[src/rtl/vbus_2_parallel.sv]
// vbus_2_parallel: rebuilds a parallel fval/lval/dval video bus from a VBUS pixel stream
module vbus_2_parallel #(
    parameter int DW_VD = 12,
    parameter int DW_VX = 4,
    parameter int LINES = 480,
    parameter int FV_LV_GAP = 4,
    parameter int H_BLANK = 16,
    parameter int V_BLANK = 32,
    localparam int BPP = DW_VD + 1
) (
    input  logic             clk,
    input  logic             rst,
    input  logic [DW_VD-1:0] s_vb_dat,
    input  logic             s_vb_val,
    output logic             s_vb_rdy,
    input  logic [DW_VX-1:0] s_vb_aux,
    output logic             fval,
    output logic             lval,
    output logic             dval,
    output logic [BPP-1:0]   pix_data,
    output logic             frm_err
);
    localparam int LCW = $clog2(LINES + 1);
    localparam int BMAX_FH = (FV_LV_GAP > H_BLANK) ? FV_LV_GAP : H_BLANK;
    localparam int BMAX = (BMAX_FH > V_BLANK) ? BMAX_FH : V_BLANK;
    localparam int BCW = $clog2(BMAX + 1);
    localparam logic [BCW-1:0] FRONT_END = BCW'(FV_LV_GAP - 1);
    localparam logic [BCW-1:0] HB_END = BCW'(H_BLANK - 1);
    localparam logic [BCW-1:0] VB_END = BCW'(V_BLANK);
    localparam logic [LCW-1:0] LAST_LINE = LCW'(LINES);

    typedef enum logic [2:0] {IDLE, FRONT, LINE, HBLANK, VBLANK} state_t;

    state_t state;
    logic [LCW-1:0] line_cnt;
    logic [LCW-1:0] line_cnt_nxt;
    logic [BCW-1:0] cnt;
    logic [BCW-1:0] blank_end;
    logic first;
    logic sof;
    logic eol;
    logic xfer;
    logic bdone;
    logic unused_aux;

    assign sof = s_vb_aux[0];
    assign eol = s_vb_aux[1];
    assign unused_aux = ^s_vb_aux[DW_VX-1:3];
    assign xfer = (state == LINE) && s_vb_val;
    assign line_cnt_nxt = line_cnt + 1'b1;
    // VBLANK runs one cycle longer than V_BLANK so fval stays low at least V_BLANK+1 cycles
    assign blank_end = (state == FRONT) ? FRONT_END : (state == HBLANK) ? HB_END : VB_END;
    assign bdone = cnt == blank_end;
    // IDLE swallows non-SOF beats; a SOF beat is held until the line phase
    assign s_vb_rdy = !rst && ((state == LINE) || ((state == IDLE) && s_vb_val && !sof));

    // Frame/line sequencer with registered video outputs; fval and lval fall one cycle after the state leaves
    always_ff @(posedge clk or posedge rst) begin
        if (rst) begin
            state <= IDLE;
            line_cnt <= '0;
            cnt <= '0;
            first <= 1'b0;
            fval <= 1'b0;
            lval <= 1'b0;
            dval <= 1'b0;
            frm_err <= 1'b0;
            pix_data <= '0;
        end else begin
            dval <= xfer;
            frm_err <= 1'b0;
            if (xfer) pix_data <= {s_vb_aux[2], s_vb_dat};
            case (state)
                IDLE: begin
                    if (s_vb_val) begin
                        if (sof) begin
                            state <= FRONT;
                            fval <= 1'b1;
                            line_cnt <= '0;
                            cnt <= '0;
                            first <= 1'b1;
                        end else begin
                            frm_err <= 1'b1;
                        end
                    end
                end
                FRONT: begin
                    if (bdone) begin
                        state <= LINE;
                        cnt <= '0;
                    end else begin
                        cnt <= cnt + 1'b1;
                    end
                end
                LINE: begin
                    if (s_vb_val) begin
                        lval <= 1'b1;
                        first <= 1'b0;
                        if (sof && !first) frm_err <= 1'b1;
                        if (eol) begin
                            line_cnt <= line_cnt_nxt;
                            cnt <= '0;
                            state <= (line_cnt_nxt == LAST_LINE) ? VBLANK : HBLANK;
                        end
                    end
                end
                HBLANK: begin
                    lval <= 1'b0;
                    if (!bdone) begin
                        cnt <= cnt + 1'b1;
                    end else if (s_vb_val) begin
                        cnt <= '0;
                        if (sof) begin
                            frm_err <= 1'b1;
                            state <= VBLANK;
                        end else begin
                            state <= LINE;
                        end
                    end
                end
                VBLANK: begin
                    lval <= 1'b0;
                    fval <= 1'b0;
                    if (bdone) begin
                        state <= IDLE;
                        cnt <= '0;
                    end else begin
                        cnt <= cnt + 1'b1;
                    end
                end
                default: state <= IDLE;
            endcase
        end
    end
endmodule

[config.mk]
export PLATFORM = sky130hd
export DESIGN_NAME = vbus_2_parallel
export DESIGN_NICKNAME = d
export VERILOG_FILES = /design/src/rtl/vbus_2_parallel.sv
export SDC_FILE = /design/constraint.sdc
export NUM_CORES = 1
export LEC_CHECK = 0
export CAP_MARGIN = 20
export CORE_MARGIN = 2
export CORE_UTILIZATION = 35
export DETAILED_ROUTE_END_ITERATION = 16
export HOLD_SLACK_MARGIN = 0.1
export PLACE_DENSITY_LB_ADDON = 0.3
export SLEW_MARGIN = 20
export SYNTH_ARGS = -nofsm -noshare
export SYNTH_HDL_FRONTEND = slang
export SYNTH_SLANG_ARGS = --single-unit
[constraint.sdc]
create_clock -name clk -period 4.85 [get_ports clk]
set_input_delay 1.455 -clock clk [delete_from_list [all_inputs] [get_ports clk]]
set_output_delay 1.455 -clock clk [all_outputs]
set_load 0.02 [all_outputs]
==> metrics.md, run 1 <==
| Metric | Value |
|---|---|
| Number of global-route vias before repair | about 1700 |
| P_leak | 1.02 nW |
| Final setup TNS | 0 ns |
| EDFF count, synth | 0 |
| Data required time of the critical path | between 3 and 4 ns |
| Top cells by area, synth | dfrtp_1 47%, mux2_2 7.6%, o21ai_0 5.7% |
| WL per Instance | around 14 um |
| # clock sinks | 36 |
| CTS resizes | 0 |
| Placed Cells incl. Taps | between 200 and 300 |
| CTS tree | done |
| Layout Nets | 252 |
| Sequential area share after synthesis | between 40 and 50% |
| RSZ-0062 raised after global routing | false |
| Top FF cell, synth | dfrtp_1 |
| I/O pins | 37 |
| Final WL | ~4300 um |
| Total power | 1.47 mW |
| Total global-route track usage | 15.7% |
| Row count | 27 |
| Clk_skew | roughly 0.008 ns |
| Post-DP HPWL | a little under 3000 um |
| CP Launch Type | input pin |
| Synth warn | 0 |
| Pins over their slew limit | 0 |
| Max rail drop VDD | around 0.00031 V |
| DR vias | between 1500 and 2000 |
| Crit Path Class | input pin to primary output |
| Residual DRC | 0 |
| Hold WC Path Type | flip-flop to flip-flop |
| Outcome | complete, no violations |
| Cts bufs inserted | 5 |
| DRT antenna net count | 0 |
| Post-CTS Hold Buffers | 0 |
| Leading cell types by count after synthesis | 36 x dfrtp_1, 22 x o21ai_0, 14 x nand2_1, 13 x mux2_2, 12 x nor2_1 |
| # H-tree levels | 2 |
| Largest stage delay, worst path | 0.61 ns |
| Minimum clock period | ~4.4 ns |
| Area after DPL | roughly 2400 um2 |
| Final core area utilization | between 40% and 50% |
| Power Dens Cells | 589 nW/um2 |
| First-pass GRT wire length | between 7000 and 8000 um |
| CP arrival | between 2 and 3 ns |
| Post-Syn Nets | 217 |
| Yosys top cell area share | a little under half |
| DR pass1 iterations | 4 |
| Hold Violations, Final | 0 |
| N_diodes | 0 |
| Async set-reset flop share out of synthesis | 100% |
| Most common cell in the netlist | dfrtp_1 |
| Initial Util | between 30 and 40% |
| Worst-Skew Late Latency | approximately 0.29 ns |
| Layout cells sized above 1 | 15.1% |
| Max transition margin | between 50% and 60% |
| Area grow syn2layout | 29.0% |
| CP Capture Type | primary output |
| Final Non-Filler Cells | slightly above 300 |
| Core area | about 5400 um2 |
| Clock transition at path regs | 0.08 ns |
| CP max-delay cell | clkdlybuf4s50_1 |
| Post-synthesis register bit count | 36 |
| Actual slew at the worst max-slew pin | 0.663 ns |
| Most common cell on crit path | clkdlybuf4s50_1 |
| Die height | a little under 80 um |
| Full die area | roughly 6000 um2 |
| Yosys cell types | 49 |
| Largest net degree at the start of global routing | 37 |
| Cell Chain, Critical Path | clkdlybuf4s50_1 -> inv_1 -> o21ai_0 -> and3_1 -> clkdlybuf4s50_1 |
| Initial antenna violation count | 0 |
| Setup Viol. Count Final | 0 |
| Via density | 5.36 |
| Clock Tree Buf Depth | 2 |
| Mapped Avg Cell Area | a little under 10 um2 |
| Largest delay share family, worst path | buffers and inverters |
| Post-route design area | between 2000 and 2500 um2 |
| Synth Cell Area | between 1500 and 2000 um2 |
| Area leader, netlist | dfrtp_1 |
| Die Wd | 78.4 um |
| Fmax | ~230 MHz |
| 1st-iter DRT viols | 128 |
| CTS Root Cell | clkbuf_8 |
| Worst Path Max Fanout | 2 |
| Cell count after synthesis | between 150 and 200 |
| RePlAce Congestion | slightly below 0.8 |
| Tcrit/Tclk final | between 90% and 100% |
| Worst path bufs/invs | 3 |
| Max-cap violation count | 0 |
| Total gr overflow | 0 |
| I/O Buffers | 35 |
| Number of buffers added for setup after CTS | 0 |
placed cells by master, fill, tap and decap left out, types with 6 or more instances in the layout:
cell type | Yosys | routed
dfrtp_1 | 36 | 36
clkdlybuf4s50_1 | 0 | 35
o21ai_0 | 22 | 22
nand2_1 | 14 | 14
mux2_2 | 13 | 13
nor2_1 | 12 | 12
nand3_1 | 10 | 10
a21oi_1 | 10 | 10
clkbuf_8 | 0 | 7
and3_1 | 6 | 6
state kept, by name, summed over array words and instances, names as in the netlist:
signal and count:
frm_err 1, fval 1, pix_data 13, first 1
lval 1, state 3, line_cnt 9, cnt 6
dval 1
through the flow:
stage               hold slack, ns  setup WS [ns]
finish                       0.502          0.420
global route                 0.526          0.323
CTS                          0.505          0.407
detailed placement           0.493          0.424
global placement             0.486          0.405
floorplan                    0.457          0.771
kinds of logic after synthesis:
logic type,Yosys count,share of synthesized area [%]
muxes,14,8.08
DFF,36,46.5
adders and majority gates,2,1.29
buffers and inverters,16,3.55
AOI/OAI and AO/OA,61,20.9
and+or+nand+nor,65,18.7
xor gates and xnor gates,2,0.905
power breakdown:
part,switching [mW],total (mW),internal [mW]
Clock,0.110,0.292,0.182
Sequential,0.118,0.522,0.405
Combinational,0.329,0.656,0.328
Total,0.557,1.47,0.914
layout make-up:
class	instances	area, um2
fillers	545	2940
inverters	5	18.8
flip-flops and latches	36	901
clock buffers	7	96.3
clock inverters	1	30.0
well taps	72	90.1
repair buffers	39	380
multi-input cells	144	981
worst reg2reg max path, stage by stage, from the launching register on:
cell and delay [ns]:
dfrtp_1 0.61, or4b_4 0.64, o32ai_2 0.20, a21oi_1 0.27, a311oi_1 0.34, a221oi_1 0.13
metal layers:
metal	vias up	track usage [%]	wire length [um]
li1	794	-	-
met3	2	4.71	189
met2	38	25.3	2090
met5	-	0	0
met4	0	5.09	29
met1	794	20.3	2040
worst paths after layout:
check | depth (start not counted) | end | slack, ns | startpoint
max | 5 | s_vb_rdy | 0.42 | s_vb_val
max reg2reg | 5 | state[1] | 2.51 | state[2]
min reg2reg | 1 | cnt[5] | 0.50 | cnt[5]
min in group asynchronous | 3 | pix_data[2] | 1.61 | rst
max in group asynchronous | 3 | pix_data[9] | 2.90 | rst
min | 1 | cnt[5] | 0.50 | cnt[5]
(Power assumes the default switching activity.)
==> inputs of run 2 (changes only) <==
- SETUP_SLACK_MARGIN: default -> 0.02
==> results of run 2 <==
The final DEF is identical to that of run 1; final timing and power are the same.
